<file path="src/rtl/sy_ppl_fpu_seq.sv">
// -----------------------------------------------------------------------------
// sy_ppl_fpu_seq
//   Sequencer between instruction decode and a pipelined FPU datapath.
//   It resolves the rounding mode, rejects reserved rounding modes, and issues
//   ops to the FPU. It tracks the destination tags of in-flight ops in an
//   in-order FIFO and produces a registered writeback and an fflags accrual
//   for every completion. A pipeline flush cannot kill ops that the FPU has
//   already accepted, so the sequencer counts them and silently discards
//   their late results in the DRAIN state.
//
// Parameters
//   DEPTH  maximum FPU ops in flight (2..8)
//   RDW    destination register tag width
//   FLEN   FPU result width
//
// Ports
//   clk_i, rst_i              clock, synchronous active-high reset
//   flush_i                   pipeline flush
//   req_valid_i/req_ready_o   decode request handshake
//   req_rd_i, req_rm_i        request tag and instruction rounding mode
//   csr_frm_i                 CSR frm, used when req_rm_i is dynamic (3'b111)
//   fpu_valid_o/fpu_ready_i   issue handshake to the FPU datapath
//   fpu_rm_o                  resolved rounding mode (combinational)
//   fpu_result_valid_i        in-order completion strobe
//   fpu_result_i/fpu_status_i completion data and fflags
//   wb_valid_o/wb_rd_o/wb_data_o    registered writeback
//   fflags_valid_o/fflags_o   registered fflags accrual
//   illegal_rm_o              pulse: request rejected for a reserved rm
//   busy_o                    ops tracked or drain in progress
// -----------------------------------------------------------------------------
module sy_ppl_fpu_seq #(
  parameter int DEPTH = 4,
  parameter int RDW   = 5,
  parameter int FLEN  = 64
) (
  input  logic            clk_i,
  input  logic            rst_i,
  input  logic            flush_i,
  input  logic            req_valid_i,
  output logic            req_ready_o,
  input  logic [RDW-1:0]  req_rd_i,
  input  logic [2:0]      req_rm_i,
  input  logic [2:0]      csr_frm_i,
  output logic            fpu_valid_o,
  input  logic            fpu_ready_i,
  output logic [2:0]      fpu_rm_o,
  input  logic            fpu_result_valid_i,
  input  logic [FLEN-1:0] fpu_result_i,
  input  logic [4:0]      fpu_status_i,
  output logic            wb_valid_o,
  output logic [RDW-1:0]  wb_rd_o,
  output logic [FLEN-1:0] wb_data_o,
  output logic            fflags_valid_o,
  output logic [4:0]      fflags_o,
  output logic            illegal_rm_o,
  output logic            busy_o
);

  localparam int PW = (DEPTH > 1) ? $clog2(DEPTH) : 1;
  localparam int CW = $clog2(DEPTH + 1);
  localparam logic [CW-1:0] DEPTH_C  = CW'(DEPTH);
  localparam logic [CW-1:0] ONE_C    = CW'(1);
  localparam logic [PW-1:0] LAST_PTR = PW'(DEPTH - 1);

  typedef enum logic {
    RUN   = 1'b0,
    DRAIN = 1'b1
  } state_t;

  state_t          state, state_next;
  logic [CW-1:0]   count, count_next;
  logic [CW-1:0]   discard_cnt, discard_next;
  logic [PW-1:0]   wr_ptr, rd_ptr;
  logic [RDW-1:0]  tag_mem [DEPTH];

  logic [2:0]      rm_res;
  logic            rm_legal;
  logic            issue;
  logic            pop;
  logic            reject;

  // Pointers wrap explicitly so DEPTH need not be a power of two.
  function automatic logic [PW-1:0] bump(input logic [PW-1:0] p);
    return (p == LAST_PTR) ? '0 : p + 1'b1;
  endfunction

  // Rounding mode resolution: 3'b111 selects the CSR frm; 101/110/111 after
  // resolution are reserved encodings.
  assign rm_res   = (req_rm_i == 3'b111) ? csr_frm_i : req_rm_i;
  assign rm_legal = (rm_res < 3'd5);
  assign fpu_rm_o = rm_res;

  assign issue  = fpu_valid_o & fpu_ready_i;
  assign busy_o = (count != '0) | (state == DRAIN);

  // NOTE: every signal driven here gets a default first so no path leaves it
  // unassigned; otherwise synthesis infers a latch.
  always_comb begin
    state_next   = state;
    discard_next = discard_cnt;
    fpu_valid_o  = 1'b0;
    req_ready_o  = 1'b0;
    reject       = 1'b0;
    pop          = 1'b0;
    unique case (state)
      RUN: begin
        fpu_valid_o = req_valid_i & (count < DEPTH_C) & rm_legal & ~flush_i;
        // A reserved rm is consumed (ready) without reaching the FPU.
        req_ready_o = rm_legal ? (fpu_valid_o & fpu_ready_i)
                               : (req_valid_i & ~flush_i);
        reject      = req_valid_i & ~rm_legal & ~flush_i;
        // A result in the flush cycle belongs to a killed op: no pop.
        pop         = fpu_result_valid_i & (count != '0) & ~flush_i;
        if (flush_i) begin
          // Ops still owed by the FPU, minus the one completing right now.
          discard_next = count - ((fpu_result_valid_i && (count != '0)) ? ONE_C : '0);
          if (discard_next != '0) state_next = DRAIN;
        end
      end
      DRAIN: begin
        // A flush here changes nothing: the FIFO is already empty and the
        // owed-result count stays valid.
        if (fpu_result_valid_i) begin
          discard_next = discard_cnt - ONE_C;
          if (discard_cnt == ONE_C) state_next = RUN;
        end
      end
      default: state_next = RUN;
    endcase
  end

  always_comb begin
    count_next = count;
    unique case ({issue, pop})
      2'b10:   count_next = count + ONE_C;
      2'b01:   count_next = count - ONE_C;
      default: count_next = count;
    endcase
    if (flush_i) count_next = '0;
  end

  // NOTE: sequential state uses non-blocking assignments so every register
  // samples the pre-edge values regardless of statement order.
  always_ff @(posedge clk_i) begin
    if (rst_i) begin
      state       <= RUN;
      count       <= '0;
      discard_cnt <= '0;
      wr_ptr      <= '0;
      rd_ptr      <= '0;
    end else begin
      state       <= state_next;
      count       <= count_next;
      discard_cnt <= discard_next;
      if (flush_i) begin
        wr_ptr <= '0;
        rd_ptr <= '0;
      end else begin
        if (issue) wr_ptr <= bump(wr_ptr);
        if (pop)   rd_ptr <= bump(rd_ptr);
      end
    end
  end

  // NOTE: tag storage has no reset; an entry is only read after it was
  // written, and the pointers/count decide which entries are meaningful.
  always_ff @(posedge clk_i) begin
    if (issue) tag_mem[wr_ptr] <= req_rd_i;
  end

  // Registered writeback, fflags accrual and the illegal-rm pulse.
  always_ff @(posedge clk_i) begin
    if (rst_i) begin
      wb_valid_o     <= 1'b0;
      wb_rd_o        <= '0;
      wb_data_o      <= '0;
      fflags_valid_o <= 1'b0;
      fflags_o       <= '0;
      illegal_rm_o   <= 1'b0;
    end else begin
      wb_valid_o     <= pop;
      fflags_valid_o <= pop;
      illegal_rm_o   <= reject;
      if (pop) begin
        wb_rd_o   <= tag_mem[rd_ptr];
        wb_data_o <= fpu_result_i;
        fflags_o  <= fpu_status_i;
      end
    end
  end

endmodule
</file>
<file path="config.mk">
export PLATFORM = sky130hd
export DESIGN_NAME = sy_ppl_fpu_seq
export DESIGN_NICKNAME = d
export VERILOG_FILES = /design/src/rtl/sy_ppl_fpu_seq.sv
export SDC_FILE = /design/constraint.sdc
export NUM_CORES = 1
export LEC_CHECK = 0
export CAP_MARGIN = 40
export CORE_ASPECT_RATIO = 0.5
export CORE_MARGIN = 2
export CORE_UTILIZATION = 39
export DETAILED_ROUTE_END_ITERATION = 7
export MAX_ROUTING_LAYER = met4
export PLACE_DENSITY = 0.73
export SETUP_SLACK_MARGIN = 0.02
export SYNTH_ARGS = -nofsm -noshare
export SYNTH_HDL_FRONTEND = slang
export SYNTH_SLANG_ARGS = --single-unit
</file>
<file path="constraint.sdc">
create_clock -name clk_i -period 2.3 [get_ports clk_i]
set_clock_uncertainty 0.15 [all_clocks]
set_input_delay 0.575 -clock clk_i [delete_from_list [all_inputs] [get_ports clk_i]]
set_output_delay 0.575 -clock clk_i [all_outputs]
set_load 0.005 [all_outputs]
</file>
After elaboration in Yosys (flattened, before gate mapping)
Memory sizes are Yosys's and may differ from the RTL's. A register that Yosys moved wholly into a read port is not among the register bits. Cells that the tools add are included.

Register bits: 82. Bits in latches: 0. RAM bits: 20. ROM bits: 0. Input port bits: 86. Output and inout port bits: 83. Word-level logic and storage cells: 66. Memories kept: 1.

Memories: tag_mem (words 4, width 5, rd ports 1, clocked after Yosys merged registers in 1, wr ports 1, line 74) `logic [RDW-1:0] tag_mem [DEPTH];`.

Add/subtract/negate cells: 6. Multiply operators: 0. Div/mod/pow operators: 0. Order comparisons: 2. Equal/unequal tests: 8. Shift operators: 0. Multiplexer cells: 19. Bitwise gates (word level): 14. Reductions and logical operators: 7.

Operators by type and width (number): $pmux W3 S2 (2); $mux W1 (11); $and A1 B1 Y1 (10); $mux W3 (3); $eq A2 B2 Y1 const B (3); $lt A3 B3 Y1 const B (2); $reduce_bool A3 Y1 (2); $sub A3 B1 Y3 const B (2); $add A2 B1 Y2 const B (2); $mux W2 (2); $ne A2 B2 Y1 const B (2); $reduce_or A2 Y1 (2); $add A3 B1 Y3 const B (1); $eq A3 B1 Y1 const B (1); $eq A3 B3 Y1 const B (1); $not A1 Y1 (3); $sub A3 B1 Y3 (1); $eq A2 B1 Y1 const B (1); $pmux W1 S2 (1); $reduce_and A2 Y1 (1); $reduce_bool A2 Y1 (1); $logic_and A1 B1 Y1 (1); $or A1 B1 Y1 (1).

Depth between registers and ports, before layout
Depth after elaboration: 9. Mapped depth: 11. Mapped depth without buffers: 10.

Least setup slack after synthesis
OpenSTA, ideal clock, no wires.

Kind: input to register. Start: input port flush_i. End: register count[2]. Setup time: 0.070 ns. Arrival: 2.261 ns. Path slack: -0.181 ns. Stages on the path: 10. Cell sequence: or3b_4 or2_0 nor2_1 inv_1 ha_1 inv_1 fa_1 xor2_1 or3_1 a21oi_1.

Cells in the longest elaborated chain, start to end: 6.

Ends and longest elaborated chain: from (decl) (line 38) `input logic flush_i,`; $not A1 Y1 (line 107, 113); $and A1 B1 Y1 (line 107) `fpu_valid_o = req_valid_i & (count < DEPTH_C) & rm_legal & ~flush_i;`; $mux W1 (line 105) `unique case (state)`; $and A1 B1 Y1 (line 93) `assign issue = fpu_valid_o & fpu_ready_i;`; $eq A2 B1 Y1 / $eq A2 B2 Y1 (equally long branches) (line 134) `unique case ({issue, pop})`; $pmux W3 S2 / $reduce_bool A2 Y1 (equally long branches); to (signal assigned) (line 153) `count <= count_next;`; to (decl) (line 71) `logic [CW-1:0] count, count_next;`.

Several ways; a longest one is shown, not always the timed one. A chain may end at the register's enable or synchronous reset.

Worst setup path in the final report
Start: register state. End: register count[2].

Cells in the longest elaborated chain, start to end: 4.

Ends and longest elaborated chain: from (decl) (line 70) `state_t state, state_next;`; from (signal assigned) (line 152) `state <= state_next;`; $mux W1 (line 105); $and A1 B1 Y1 (line 93); $eq A2 B1 Y1 / $eq A2 B2 Y1 (equally long branches) (line 134); $pmux W3 S2 / $reduce_bool A2 Y1 (equally long branches).

Several ways; a longest one is shown, not always the timed one.

==> results <==
- After floorplanning, the core was divided into 26 placement rows.
- The number of nets in the synthesized netlist is 549.
- Once routing completed, OpenROAD measured the worst setup slack at -127.4 ps.
- In this run the tightest slew margin relative to its limit is 0.4829.
- For this run, the detailed router's first-pass iteration total came to 4.
- The mapped netlist covers 4190 µm².
- For the final routed database, the setup TNS stands at -419.8 ps.
- The hold-fix buffer count after cts is 0.
- In this run the most critical hold path is launched from wb_data_o[43].
- The via density per instance is roughly 4.8.
- The peak supply drop is 0.3453 mV.
- The routed design could run at a clock period as short as 2427 ps.
- Clock-pin slew was measured on the worst setup and hold paths at approximately 80 ps.
- The flow ran to the end, but the final reports show violations.
- The tightest min-delay check is of the reg -> reg type.
- In the routed design, unresolved DRC markers number 0.
- Leaving out fill and tap cells, the most frequent cell in the layout is sky130_fd_sc_hd__clkdlybuf4s50_1.
- The count of cell types in the netlist is 42.
- The finished cells cover between 6000 and 7000 µm².
- For the pin with the worst max-slew slack, the measured transition is 775.7 ps.
- The max-cap violation count is 0.
- The fraction of layout cells with a size suffix above 1 is 0.1687.
- By startpoint and endpoint, the worst setup path is classified as reg -> reg.
- The count of warnings emitted by yosys is 0.
- Setup repair after global routing could not meet its margin everywhere.
- The synthesized design contains between 100 and 150 register bits.
- STA puts the critical path data arrival time at approximately 2600 ps.
- The die outline area is 11640 µm².
- The final cycle utilization of the critical path is 1.055.
- Each instance of the synthesized netlist takes up on average 9.271 µm².
- The final route contains approximately 3.7k vias.
- The signal on the critical path passes through or3b_4 > buf_6 > or2_4 > nor2_4 > inv_1 > ha_2 > inv_2 > fa_2 > xor2_2 > or3_4 > a21oi_2.
- The first global-routing pass estimated 17530 µm of wire.
- The total number of H-tree levels is 3.
- The sequential element share of the synthesized area is 0.5590.
- The filler cells instantiated in the layout total 892.
- The number of antenna violations at the first check in global routing is 0.
- For this run, the share of the core covered by cells in the final layout is 0.6345.
- The worst setup path is captured at a flip-flop.
- By area the synthesized netlist is led by sky130_fd_sc_hd__dfxtp_1 (42%), sky130_fd_sc_hd__edfxtp_1 (14%), sky130_fd_sc_hd__nand2_1 (13%), sky130_fd_sc_hd__a21oi_1 (8.7%), sky130_fd_sc_hd__ha_1 (3.0%).
- The delay of the slowest cell on the worst path is just over 400 ps.
- For the worst-skew pair, the clock arrives at the later sink with an insertion delay of 350 ps.
- The area growth from synthesis to layout is 56.64%.
- The total leakage power is 2.306 nW.
- For this run, the leading register cell type out of synthesis is sky130_fd_sc_hd__dfxtp_1.
- Summed over all instances, the cell type with the most area after synthesis is sky130_fd_sc_hd__dfxtp_1.
- The cell chosen for the clock root is sky130_fd_sc_hd__clkbuf_16.
- The final-report hold violation count came to 0.
- The congestion estimate from routability-driven global placement came to 0.7833.
- The endpoint required time on the critical path is roughly 2400 ps.
- The TritonCTS clock tree is yes.
- The number of diodes is 0.
- The total global routing track utilization is 0.1967.
- In this run the power density over the cells is between 500 and 600 nW/µm².
- The largest net degree at the start of global routing is between 80 and 90.
- The count of antenna-violating nets left after detailed routing is 0.
- TritonCTS created 9 clock buffers.
- The core box area is about 10000 µm².
- The via count of the first global-routing pass is 3551.
- The launching element of the worst setup path is state.
- Leaving out fill and tap cells, the most frequent cells in the layout are sky130_fd_sc_hd__clkdlybuf4s50_1 (151), sky130_fd_sc_hd__nand2_1 (147), sky130_fd_sc_hd__dfxtp_1 (86).
- For this block, the routed nets add up to 11260 µm of wire.
- The post-place setup slack is -737.5 ps.
- CTS saw around 110 sinks.
- The final-stage net count is 738.
- The number of pins exceeding their max-slew limit in the final report was 0.
- The starting density of the core is 0.4051.
- Summed over all layers, the global routing overflow is 0.
- After detailed placement, the total cell area comes to 6038 µm².
- The area share of the largest cell type after synthesis is 0.4156.
- The number of primary I/O pins is 169.
- The final reports fail on negative setup slack.
- The die is 77.30 µm tall.
- The detailed-placement wirelength estimate is 7322 µm.
- Counting flops with an async set or reset pin after synthesis yields a share of 0.
- The kind of start point of the critical path is a flip-flop.
- During placement, the flow inserted port buffers numbering between 150 and 200.
- Along the worst path, the maximum fanout reaches 2.
- In this run the critical register-to-register path is launched from state.
- Setup violations remaining at the end of the flow were counted as 5.
- The number of synthesized flops with an enable pin is 20.
- Dividing the detail-routed wire length by the instance count gives between 10 and 15 µm.
- The number of buffers on the longest clock path is 2.
- The starting DRC count in detailed routing is 157.
- For this run, the top clock speed supported by timing is between 400 and 500 MHz.
- The cell count after synthesis is approximately 450.
- The worst-path cell with the longest stage delay is sky130_fd_sc_hd__or3b_4.
- The die boundary width is 150.6 µm.
-- through the flow --
stage	instances	hold slack [ps]	power (W)
2_1_floorplan	452	302.7	0.002050
6_report	786	303.2	0.003765
3_3_place_gp	751	291.2	0.002265
4_1_cts	782	306.0	0.003798
3_5_place_dp	751	295.7	0.002266
5_1_grt	786	325.7	0.003909
-- report_power, final --
| group | internal, W | switching, W |
|---|---|---|
| sequential | 0.00192 | 0.00000645 |
| combinational | 0.000210 | 0.000120 |
| clock | 0.000763 | 0.000748 |
| total | 0.00289 | 0.000875 |
-- cell families after synthesis --
family / Yosys count / synth area share
adders and majority gates: 11 / 0.03464
buffers and inverters: 41 / 0.05106
AOI/OAI and AO/OA: 99 / 0.1356
xor gates and xnor gates: 4 / 0.008362
and+or+nand+nor: 185 / 0.1845
DFF: 107 / 0.5590
muxes: 5 / 0.02687
-- area by class of cell --
cell class,count,area [µm²],area share
inverters,12,45.04,0.006862
flip-flops and latches,107,2344,0.3570
multi-input cells,304,1714,0.2612
clock buffers,9,225.2,0.03431
clock inverters,7,62.56,0.009531
well taps,140,175.2,0.02669
repair buffers,207,1998,0.3044
-- synthesized netlist by cell type, types with 2 or more instances --
cell / instances
sky130_fd_sc_hd__nand2_1: 147
sky130_fd_sc_hd__ha_1: 10
sky130_fd_sc_hd__edfxtp_1: 20
sky130_fd_sc_hd__nand2_2: 10
sky130_fd_sc_hd__inv_1: 11
sky130_fd_sc_hd__xnor2_1: 2
sky130_fd_sc_hd__dfxtp_1: 87
sky130_fd_sc_hd__nor3_1: 3
sky130_fd_sc_hd__o21a_1: 2
sky130_fd_sc_hd__or3_1: 2
sky130_fd_sc_hd__xor2_1: 2
sky130_fd_sc_hd__buf_2: 12
sky130_fd_sc_hd__nor2_1: 8
sky130_fd_sc_hd__and3_1: 4
sky130_fd_sc_hd__a21oi_1: 73
sky130_fd_sc_hd__o21ai_0: 4
sky130_fd_sc_hd__a31oi_1: 2
sky130_fd_sc_hd__mux4_2: 5
sky130_fd_sc_hd__a21oi_2: 10
sky130_fd_sc_hd__buf_6: 4
sky130_fd_sc_hd__nand3_1: 3
sky130_fd_sc_hd__clkbuf_1: 11
-- state kept, by name, summed over array words and instances, names as in the netlist --
| signal | flops |
|---|---|
| discard_cnt | 3 |
| tag_mem | 20 |
| fflags_valid_o | 1 |
| wb_rd_o | 5 |
| wb_data_o | 64 |
| state | 1 |
| count | 3 |
| illegal_rm_o | 1 |
| rd_ptr | 2 |
| fflags_o | 5 |
| wr_ptr | 2 |
-- per-layer routing --
metal | global-route usage | vias up | share of wire
li1 | - | 1875 | -
met1 | 0.2159 | 1779 | 0.41
met2 | 0.3491 | 74 | 0.53
met3 | 0.05060 | 19 | 0.042
met4 | 0.06449 | 0 | 0.020
met5 | - | - | 0
-- final timing paths --
| path | slack, ps | cells after the start | end |
|---|---|---|---|
| min reg2reg | 300 | 2 | wb_data_o[43] |
| max | -130 | 11 | count[2] |
| max reg2reg | -130 | 11 | count[2] |
| min | 300 | 2 | wb_data_o[43] |
-- worst max-delay path, delay by kind of cell, from the launching register on --
family	cells	cell delay, ps
XOR/XNOR	1	80
adder cells (fa/ha/maj)	2	370
flip-flops	1	320
buffers and inverters	3	230
AO/OA/AOI/OAI	1	130
AND/OR/NAND/NOR	4	1090
-- repair_timing --
| item | CTS | global route |
|---|---|---|
| pin swaps | 13 | 10 |
| buffers inserted | 15 | 4 |
| endpoints found under the setup margin | 14 | 12 |
| gates resized for setup | 51 | 13 |
Note: power is estimated with default switching activity, not from simulation.
